**src/rtl/fas_pkg.sv**
```systemverilog
// Shared definitions for the FAS peak-scheduling datapath.
//   NBIN      : bins per FFT frame (freq is 4 bits, so fixed at 16)
//   DW        : width of the signed real / imaginary half of a bin word
//   MAG_W     : width of re^2+im^2 (fits exactly, max 2^31)
//   WORD_W    : width of one packed bin word {re, im}
//   state_e   : scheduler states
package fas_pkg;
    localparam int NBIN      = 16;
    localparam int DW        = 16;
    localparam int MAG_W     = 2 * DW;
    localparam int BIN_IDX_W = 4;
    localparam int WORD_W    = 2 * DW;

    typedef enum logic [1:0] {
        IDLE   = 2'd0,
        SCAN   = 2'd1,
        REPORT = 2'd2
    } state_e;
endpackage

```
**src/rtl/fas_bin_mag.sv**
```systemverilog
// Combinational squared magnitude of one bin word.
//   word : {re[DW-1:0], im[DW-1:0]}, both two's complement
//   mag  : re*re + im*im, unsigned
module fas_bin_mag
    import fas_pkg::*;
(
    input  logic [WORD_W-1:0] word,
    output logic [MAG_W-1:0]  mag
);
    logic signed [DW-1:0]    re;
    logic signed [DW-1:0]    im;
    logic signed [MAG_W-1:0] re_sq;
    logic signed [MAG_W-1:0] im_sq;

    assign re    = word[WORD_W-1:DW];
    assign im    = word[DW-1:0];
    // Each square is non-negative and at most 2^30, so the unsigned sum
    // (at most 2^31) never wraps in MAG_W bits.
    assign re_sq = MAG_W'(re) * MAG_W'(re);
    assign im_sq = MAG_W'(im) * MAG_W'(im);
    assign mag   = $unsigned(re_sq) + $unsigned(im_sq);
endmodule

```
**src/rtl/fas_peak_scheduler.sv**
```systemverilog
// Scheduled peak-bin finder: captures one 16-bin FFT frame, walks the bins
// through a single magnitude unit and comparator over 16 cycles, then
// reports the peak index with a one-cycle done pulse.
//   clk, rst        : clock; asynchronous active-low reset
//   fft_valid       : frame strobe; fft_frame sampled only when accepted
//   fft_frame       : NBIN packed bin words, bin k at [k*32 +: 32]
//   busy            : frame captured and not yet reported
//   done            : one-cycle result strobe
//   freq, peak_mag  : peak bin index and its re^2+im^2, held until next done
//   overrun         : one-cycle pulse after a frame arrives during SCAN
//   drop_cnt        : saturating count of dropped frames
module fas_peak_scheduler
    import fas_pkg::*;
#(
    parameter int CNT_W = 8
) (
    input  logic                   clk,
    input  logic                   rst,
    input  logic                   fft_valid,
    input  logic [NBIN*WORD_W-1:0] fft_frame,
    output logic                   busy,
    output logic                   done,
    output logic [BIN_IDX_W-1:0]   freq,
    output logic [MAG_W-1:0]       peak_mag,
    output logic                   overrun,
    output logic [CNT_W-1:0]       drop_cnt
);
    state_e                 state_q, state_d;
    logic [BIN_IDX_W-1:0]   idx_q, idx_d;
    logic [MAG_W-1:0]       best_mag_q, best_mag_d;
    logic [BIN_IDX_W-1:0]   best_idx_q, best_idx_d;
    logic [BIN_IDX_W-1:0]   freq_q, freq_d;
    logic [MAG_W-1:0]       peak_mag_q, peak_mag_d;
    logic                   overrun_q, overrun_d;
    logic [CNT_W-1:0]       drop_cnt_q, drop_cnt_d;
    logic [NBIN*WORD_W-1:0] frame_q, frame_d;

    logic [WORD_W-1:0]      bin_word;
    logic [MAG_W-1:0]       bin_mag;
    logic                   take;
    logic                   accept;

    assign bin_word = frame_q[int'(idx_q)*WORD_W +: WORD_W];

    fas_bin_mag u_mag (
        .word (bin_word),
        .mag  (bin_mag)
    );

    // Bin 0 seeds the search; later bins win only on strictly greater
    // magnitude so ties resolve to the lowest index.
    assign take   = (idx_q == '0) || (bin_mag > best_mag_q);
    assign accept = fft_valid && (state_q != SCAN);

    always_comb begin
        state_d    = state_q;
        idx_d      = idx_q;
        best_mag_d = best_mag_q;
        best_idx_d = best_idx_q;
        freq_d     = freq_q;
        peak_mag_d = peak_mag_q;
        overrun_d  = 1'b0;
        drop_cnt_d = drop_cnt_q;
        frame_d    = frame_q;

        case (state_q)
            IDLE, REPORT: begin
                state_d = IDLE;
                if (accept) begin
                    frame_d    = fft_frame;
                    idx_d      = '0;
                    best_mag_d = '0;
                    best_idx_d = '0;
                    state_d    = SCAN;
                end
            end
            SCAN: begin
                if (take) begin
                    best_mag_d = bin_mag;
                    best_idx_d = idx_q;
                end
                idx_d = idx_q + 1'b1;
                // Publish on the last bin so freq/peak_mag are already
                // valid in the REPORT cycle where done is high.
                if (idx_q == BIN_IDX_W'(NBIN - 1)) begin
                    freq_d     = take ? idx_q   : best_idx_q;
                    peak_mag_d = take ? bin_mag : best_mag_q;
                    state_d    = REPORT;
                end
                if (fft_valid) begin
                    overrun_d = 1'b1;
                    if (drop_cnt_q != '1) drop_cnt_d = drop_cnt_q + 1'b1;
                end
            end
            default: state_d = IDLE;
        endcase
    end

    always_ff @(posedge clk or negedge rst) begin
        if (!rst) begin
            state_q    <= IDLE;
            idx_q      <= '0;
            best_mag_q <= '0;
            best_idx_q <= '0;
            freq_q     <= '0;
            peak_mag_q <= '0;
            overrun_q  <= 1'b0;
            drop_cnt_q <= '0;
        end else begin
            state_q    <= state_d;
            idx_q      <= idx_d;
            best_mag_q <= best_mag_d;
            best_idx_q <= best_idx_d;
            freq_q     <= freq_d;
            peak_mag_q <= peak_mag_d;
            overrun_q  <= overrun_d;
            drop_cnt_q <= drop_cnt_d;
        end
    end

    // Frame buffer contents are irrelevant until a frame is accepted.
    always_ff @(posedge clk) begin
        frame_q <= frame_d;
    end

    assign busy     = (state_q != IDLE);
    assign done     = (state_q == REPORT);
    assign freq     = freq_q;
    assign peak_mag = peak_mag_q;
    assign overrun  = overrun_q;
    assign drop_cnt = drop_cnt_q;
endmodule
```
**config.mk**
```make
export PLATFORM = sky130hd
export DESIGN_NAME = fas_peak_scheduler
export DESIGN_NICKNAME = d
export VERILOG_FILES = /design/src/rtl/fas_pkg.sv /design/src/rtl/fas_bin_mag.sv /design/src/rtl/fas_peak_scheduler.sv
export SDC_FILE = /design/constraint.sdc
export NUM_CORES = 2
export LEC_CHECK = 0
export ABC_CLOCK_PERIOD_IN_PS = 23300
export CAP_MARGIN = 20
export CORE_MARGIN = 4
export CORE_UTILIZATION = 50
export DETAILED_ROUTE_END_ITERATION = 8
export PLACE_DENSITY = 0.74
export SLEW_MARGIN = 20
export SYNTH_ARGS = -nofsm -noshare
export SYNTH_HDL_FRONTEND = slang
export SYNTH_SLANG_ARGS = --single-unit
```
**constraint.sdc**
```tcl
create_clock -name clk -period 23.3 [get_ports clk]
set_input_delay 3.495 -clock clk [delete_from_list [all_inputs] [get_ports clk]]
set_output_delay 3.495 -clock clk [all_outputs]
set_load 0.1 [all_outputs]
```
# After elaboration in Yosys (flattened, before gate mapping)
# Index checks and enable logic that the tools add are counted.
# classes
muxes	12
n_reduce_logical	11
n_addsub	3
n_eq_ne	7
n_shift	1
magnitude_cmp	1
multipliers	2
# ops
op	n
512-bit by 10-bit indexed part select with 32-bit output	1
16-bit by 16-bit multiplier with 32-bit output	2
32-bit two-way mux	2
32-bit case mux with 2 select lines	1
32-bit adder	1
32-bit greater-than comparator	1
4-bit case mux with 2 select lines	2
8-bit by 1-bit adder with 8-bit output, second input constant	1
4-bit two-way mux	2
8-bit inequality test, second input constant	1
2-bit AND reduction	3
4-bit by 1-bit adder with 4-bit output, second input constant	1
4-bit equality test, second input constant	1
4-bit logical NOT	1
2-bit inequality test, second input constant	2
2-bit case mux with 2 select lines	1
2-bit nonzero test	2
1-bit two-way mux	3
3-bit AND reduction	1
2-bit by 1-bit equality test with 1-bit output, second input constant	1
2-bit equality test, second input constant	1
2-bit logical NOT	1
2-bit two-way mux	1
2-bit by 1-bit inequality test with 1-bit output, second input constant	1
other kinds (3)	3
# totals
output_inout_bits	47
ff_bits	599

# Longest topological paths before layout
# logic_depth
depth_word	7
ltp_mapped	46
mapped_depth_nobuf	40

# Modules after synthesis
# A second synthesis with hierarchy kept.
# unflattened
cells_unflattened	3205
hier_area_um2	41563.6
# modules_own_cells
module	area_each_um2	n_inst	cells_per_inst
fas_peak_scheduler	24026.8	1	1375
fas_bin_mag	17536.8	1	1830

# Worst setup path before layout
# OpenSTA, ideal clock, no wires.
# synth_timing
kind	input to register
startpoint	input port fft_valid
endpoint	register frame_q[0] (enable)
required_time_ns	22.221
path_slack_ns	4.468
t_arrival_ns	17.753
setup_time_ns	1.079
stages	3
cell_sequence	nand2_1 > inv_1 > clkbuf_1
# synth_via
elab_chain_cells	2
# synth_lines
element	line	source
from (decl)	fas_peak_scheduler.sv:19	input logic fft_valid,
1-bit logical AND	fas_peak_scheduler.sv:53	assign accept = fft_valid && (state_q != SCAN);
2-bit AND reduction (no line)	--	
to (signal assigned)	fas_peak_scheduler.sv:123	frame_q <= frame_d;
to (decl)	fas_peak_scheduler.sv:36	logic [NBIN*WORD_W-1:0] frame_q, frame_d;
# Every way passes these cells.
# A chain may end at the register's enable or synchronous reset.

# Worst setup path in the final report
# layout_timing
startpoint	register idx_q[0]
endpoint	register best_mag_q[3]
# layout_via
elab_chain_cells	7
word_cells_on_any_way	9
classes_between	1 x add/sub; 2 x mul; 1 x order compare; 1 x shift; 2 x mux; 2 x reduce/logical
# layout_lines
element	line	source
from (decl)	fas_peak_scheduler.sv:29	logic [BIN_IDX_W-1:0] idx_q, idx_d;
from (signal assigned)	fas_peak_scheduler.sv:111	idx_q <= idx_d;
512-bit by 10-bit indexed part select with 32-bit output	fas_peak_scheduler.sv:43	assign bin_word = frame_q[int'(idx_q)*WORD_W +: WORD_W];
16-bit by 16-bit multiplier with 32-bit output, on equally long branches	fas_bin_mag.sv:19, fas_bin_mag.sv:20	
32-bit adder	fas_bin_mag.sv:21	assign mag = $unsigned(re_sq) + $unsigned(im_sq);
32-bit greater-than comparator	fas_peak_scheduler.sv:52	assign take = (idx_q == '0) || (bin_mag > best_mag_q);
1-bit logical OR	fas_peak_scheduler.sv:52	
32-bit two-way mux (*)	fas_peak_scheduler.sv:78	if (take) begin
32-bit case mux with 2 select lines (*)	fas_peak_scheduler.sv:66	case (state_q)
to (signal assigned)	fas_peak_scheduler.sv:112	best_mag_q <= best_mag_d;
to (decl)	fas_peak_scheduler.sv:30	logic [MAG_W-1:0] best_mag_q, best_mag_d;
# Mark *: on every way between the ends. The rest lies on a longest branch, timed or not.

==> impl_metrics.env <==
export IMPL_status="finished clean"
export IMPL_worst_slack_ns=9.76
export IMPL_placed_area_um2=48200
export IMPL_cp_slowest_cell="fa_1"
export IMPL_start_util_pct=50.5
export IMPL_synth_top_family_by_area="adder cells"
export IMPL_drive_gt1_share_pct=8.45
export IMPL_cts_root_buf="clkbuf_16"
export IMPL_r2r_end="best_mag_q[3]"
export IMPL_worstSetupEndpointType="flip-flop"
export IMPL_post_cts_repair_setup_buffers=0
export IMPL_row_count=105
export IMPL_seqCellArea_um2=17600
export IMPL_grt_ovfl_total=0
export IMPL_grt_pass1_wl_um=164000
export IMPL_synth_edf_count=512
export IMPL_dr_pass1_iters=5
export IMPL_ant_nets=0
export IMPL_cts_resized=0
export IMPL_synth_distinct_cells=59
export IMPL_numCtsBuffers=66
export IMPL_fp_dieH_um=296
export IMPL_route_detailed_drc=0
export IMPL_startpoint="idx_q[0]"
export IMPL_fin_nets=4907
export IMPL_critical_path_class="flip-flop to flip-flop"
export IMPL_crit_path_frequent_cell="fa_1"
export IMPL_fin_crit_ns=13.54
export IMPL_cp_start_kind="flip-flop"
export IMPL_die_area_um2=87700
export IMPL_worstRegToRegCells=35
export IMPL_fillers=6243
export IMPL_yosysWarnings=0
export IMPL_yosys_area_share_xor_xnor_pct=1.35
export IMPL_wl_met1_um=39000
export IMPL_critPathMaxStageDelay_ns=0.94
export IMPL_core_area_um2=82200
export IMPL_rsz0062_at_grt="no"
export IMPL_slew_headroom_pct=28.2
export IMPL_ioPinCount=562
export IMPL_cts_sinks=599
export IMPL_place_gp_congestion=0.923
export IMPL_grt_use_total_pct=25.0
export IMPL_finClkSkew_ns=0.0489
export IMPL_insertion_delay_ns=0.62
export IMPL_finalSetupViolCount=0
export IMPL_ctsHoldBuffers=0
export IMPL_async_flop_share_pct=14.5
export IMPL_crit_arrival_ns=14.03
export IMPL_drt_initial_drc_count=1844
export IMPL_area_delta_synth_final_pct=21.4
export IMPL_wl_um=108000
export IMPL_hold_ws_ns=0.472
export IMPL_preCtsSetupSlack_ns=9.79
export IMPL_multi_input_area_um2=20800
export IMPL_synth_flop_cell="edfxtp_1"
export IMPL_synth_seq_area_share_pct=42.3
export IMPL_worst_pin_slew_ns=1.08
export IMPL_vias=25500
export IMPL_synthMuxAreaShare_pct=9.54
export IMPL_cp_endpoint="best_mag_q[3]"
export IMPL_yosys_register_bits=599
export IMPL_rrSetupSlack_ns=9.76
export IMPL_min_period_over_period_pct=58.1
export IMPL_wl_per_cell_um=22.3
export IMPL_layout_commonest_cell="inv_1"
export IMPL_top_layer_used="met5"
export IMPL_yosys_area_share_adder_pct=30.7
export IMPL_synth_compound_area_share_pct=2.62
export IMPL_synthesis_nets=4348
export IMPL_dr_wl_met2_um=57500
export IMPL_die_w_um=296
export IMPL_cts_buffer_depth=3
export IMPL_final_area_um2=50400
export IMPL_io_buffer_count=561
export IMPL_via_per_inst=5.28
export IMPL_fin_setup_tns_ns=0
export IMPL_grt_pass1_vias=28100
export IMPL_h_tree_depth=3
export IMPL_synth_cells=3128
export IMPL_mostFrequentLayoutCells="712 x inv_1, 560 x clkdlybuf4s50_1, 520 x fa_1"
export IMPL_synth_simple_area_share_pct=5.83
export IMPL_met3_length_um=7100
export IMPL_timing_fmax_mhz=73.9
export IMPL_grt_max_degree=162
export IMPL_crit_fanout=72
export IMPL_slew_viol_final=0
export IMPL_drv_cap=0
export IMPL_reg2reg_from="idx_q[0]"
export IMPL_hold_viol_final=0
export IMPL_avgSynthCellArea_um2=13.3
export IMPL_hold_class="flip-flop to flip-flop"
export IMPL_hpwl_um=84900
export IMPL_antenna_found_initial=30
export IMPL_required_ns=23.79
export IMPL_netlist_area_um2=41500
export IMPL_tritoncts="done"
export IMPL_clk_pin_slew_ns=0.06
-- worst max-delay path, delay by kind of cell (launching register included) --
| kind | cells | cell delay (ns) |
|---|---|---|
| AND/OR/NAND/NOR | 6 | 1.04 |
| adder cells (fa/ha/maj) | 10 | 5.22 |
| XOR/XNOR | 1 | 0.18 |
| buffers and inverters | 8 | 2.50 |
| AO/OA/AOI/OAI | 7 | 1.79 |
| multiplexers | 3 | 1.73 |
| flip-flops | 1 | 0.69 |
-- sequential cells by signal, indices dropped and copies added (netlist names) --
register,count
best_idx_q,4
frame_q,512
drop_cnt,8
best_mag_q,32
freq,4
overrun,1
idx_q,4
state_q,2
peak_mag,32
-- synth_stat cells (7+ instances only) --
master / n / area, µm²
inv_1: 714 / 2680
fa_1: 520 / 10400
edfxtp_1: 512 / 15400
nand2_1: 272 / 1020
ha_1: 185 / 2310
nor2_1: 166 / 623
mux4_2: 145 / 3270
dfrtp_1: 87 / 2180
o21ai_0: 49 / 245
xnor2_1: 48 / 420
buf_2: 44 / 220
mux2i_1: 40 / 400
and2_1: 33 / 206
nand3_1: 33 / 165
a21oi_1: 27 / 135
clkbuf_1: 24 / 90.1
mux2_2: 24 / 270
o21a_1: 18 / 135
nor3_1: 16 / 80.1
xor2_1: 16 / 140
a21o_1: 13 / 97.6
buf_4: 11 / 82.6
nor2b_1: 11 / 68.8
buf_1: 10 / 37.5
nand4_1: 9 / 56.3
nand2b_1: 8 / 50.1
o211ai_1: 8 / 60.1
o31ai_1: 8 / 60.1
or2_2: 7 / 43.8
-- logic make-up after synthesis --
| family | Yosys count |
|---|---|
| simple gates | 568 |
| buf+inv | 816 |
| flops | 599 |
| xor+xnor | 64 |
| compound gates | 165 |
| fa+ha+maj | 705 |
| mux | 211 |
-- per-stage QoR --
step                util (%)  cells
global route            61.3   4825
floorplan                  -   3128
detailed placement      58.6   4689
CTS                     61.2   4808
global placement        58.6   4689
finish                  61.3   4830
-- worst min path at each step --
stage	cells after the start	end	startpoint	slack [ns]
3_5_place_dp	2	peak_mag[18]	peak_mag[18]	0.47
4_1_cts	2	peak_mag[18]	peak_mag[18]	0.48
3_3_place_gp	2	peak_mag[8]	peak_mag[8]	0.46
6_report	2	peak_mag[9]	peak_mag[9]	0.47
2_1_floorplan	2	best_idx_q[0]	best_idx_q[0]	0.50
5_1_grt	2	peak_mag[12]	peak_mag[12]	0.51
-- area by class of cell --
class	instances	area share, %
diodes	22	0.109
clock buffers	91	3.52
clock inverters	28	0.737
inverters	721	5.38
multi-input cells	1713	41.2
flip-flops and latches	599	34.8
well taps	1070	2.66
repair buffers	586	11.6
-- metal layers --
metal  vias to the layer above  track usage [%]
li1                      11300                -
met1                     13000             30.1
met2                       876             44.1
met3                       221             5.39
met4                        14             9.96
met5                         -                0
Power is not shown: default switching activity piles up to over one toggle a cycle in this logic, so the estimate is an artifact.
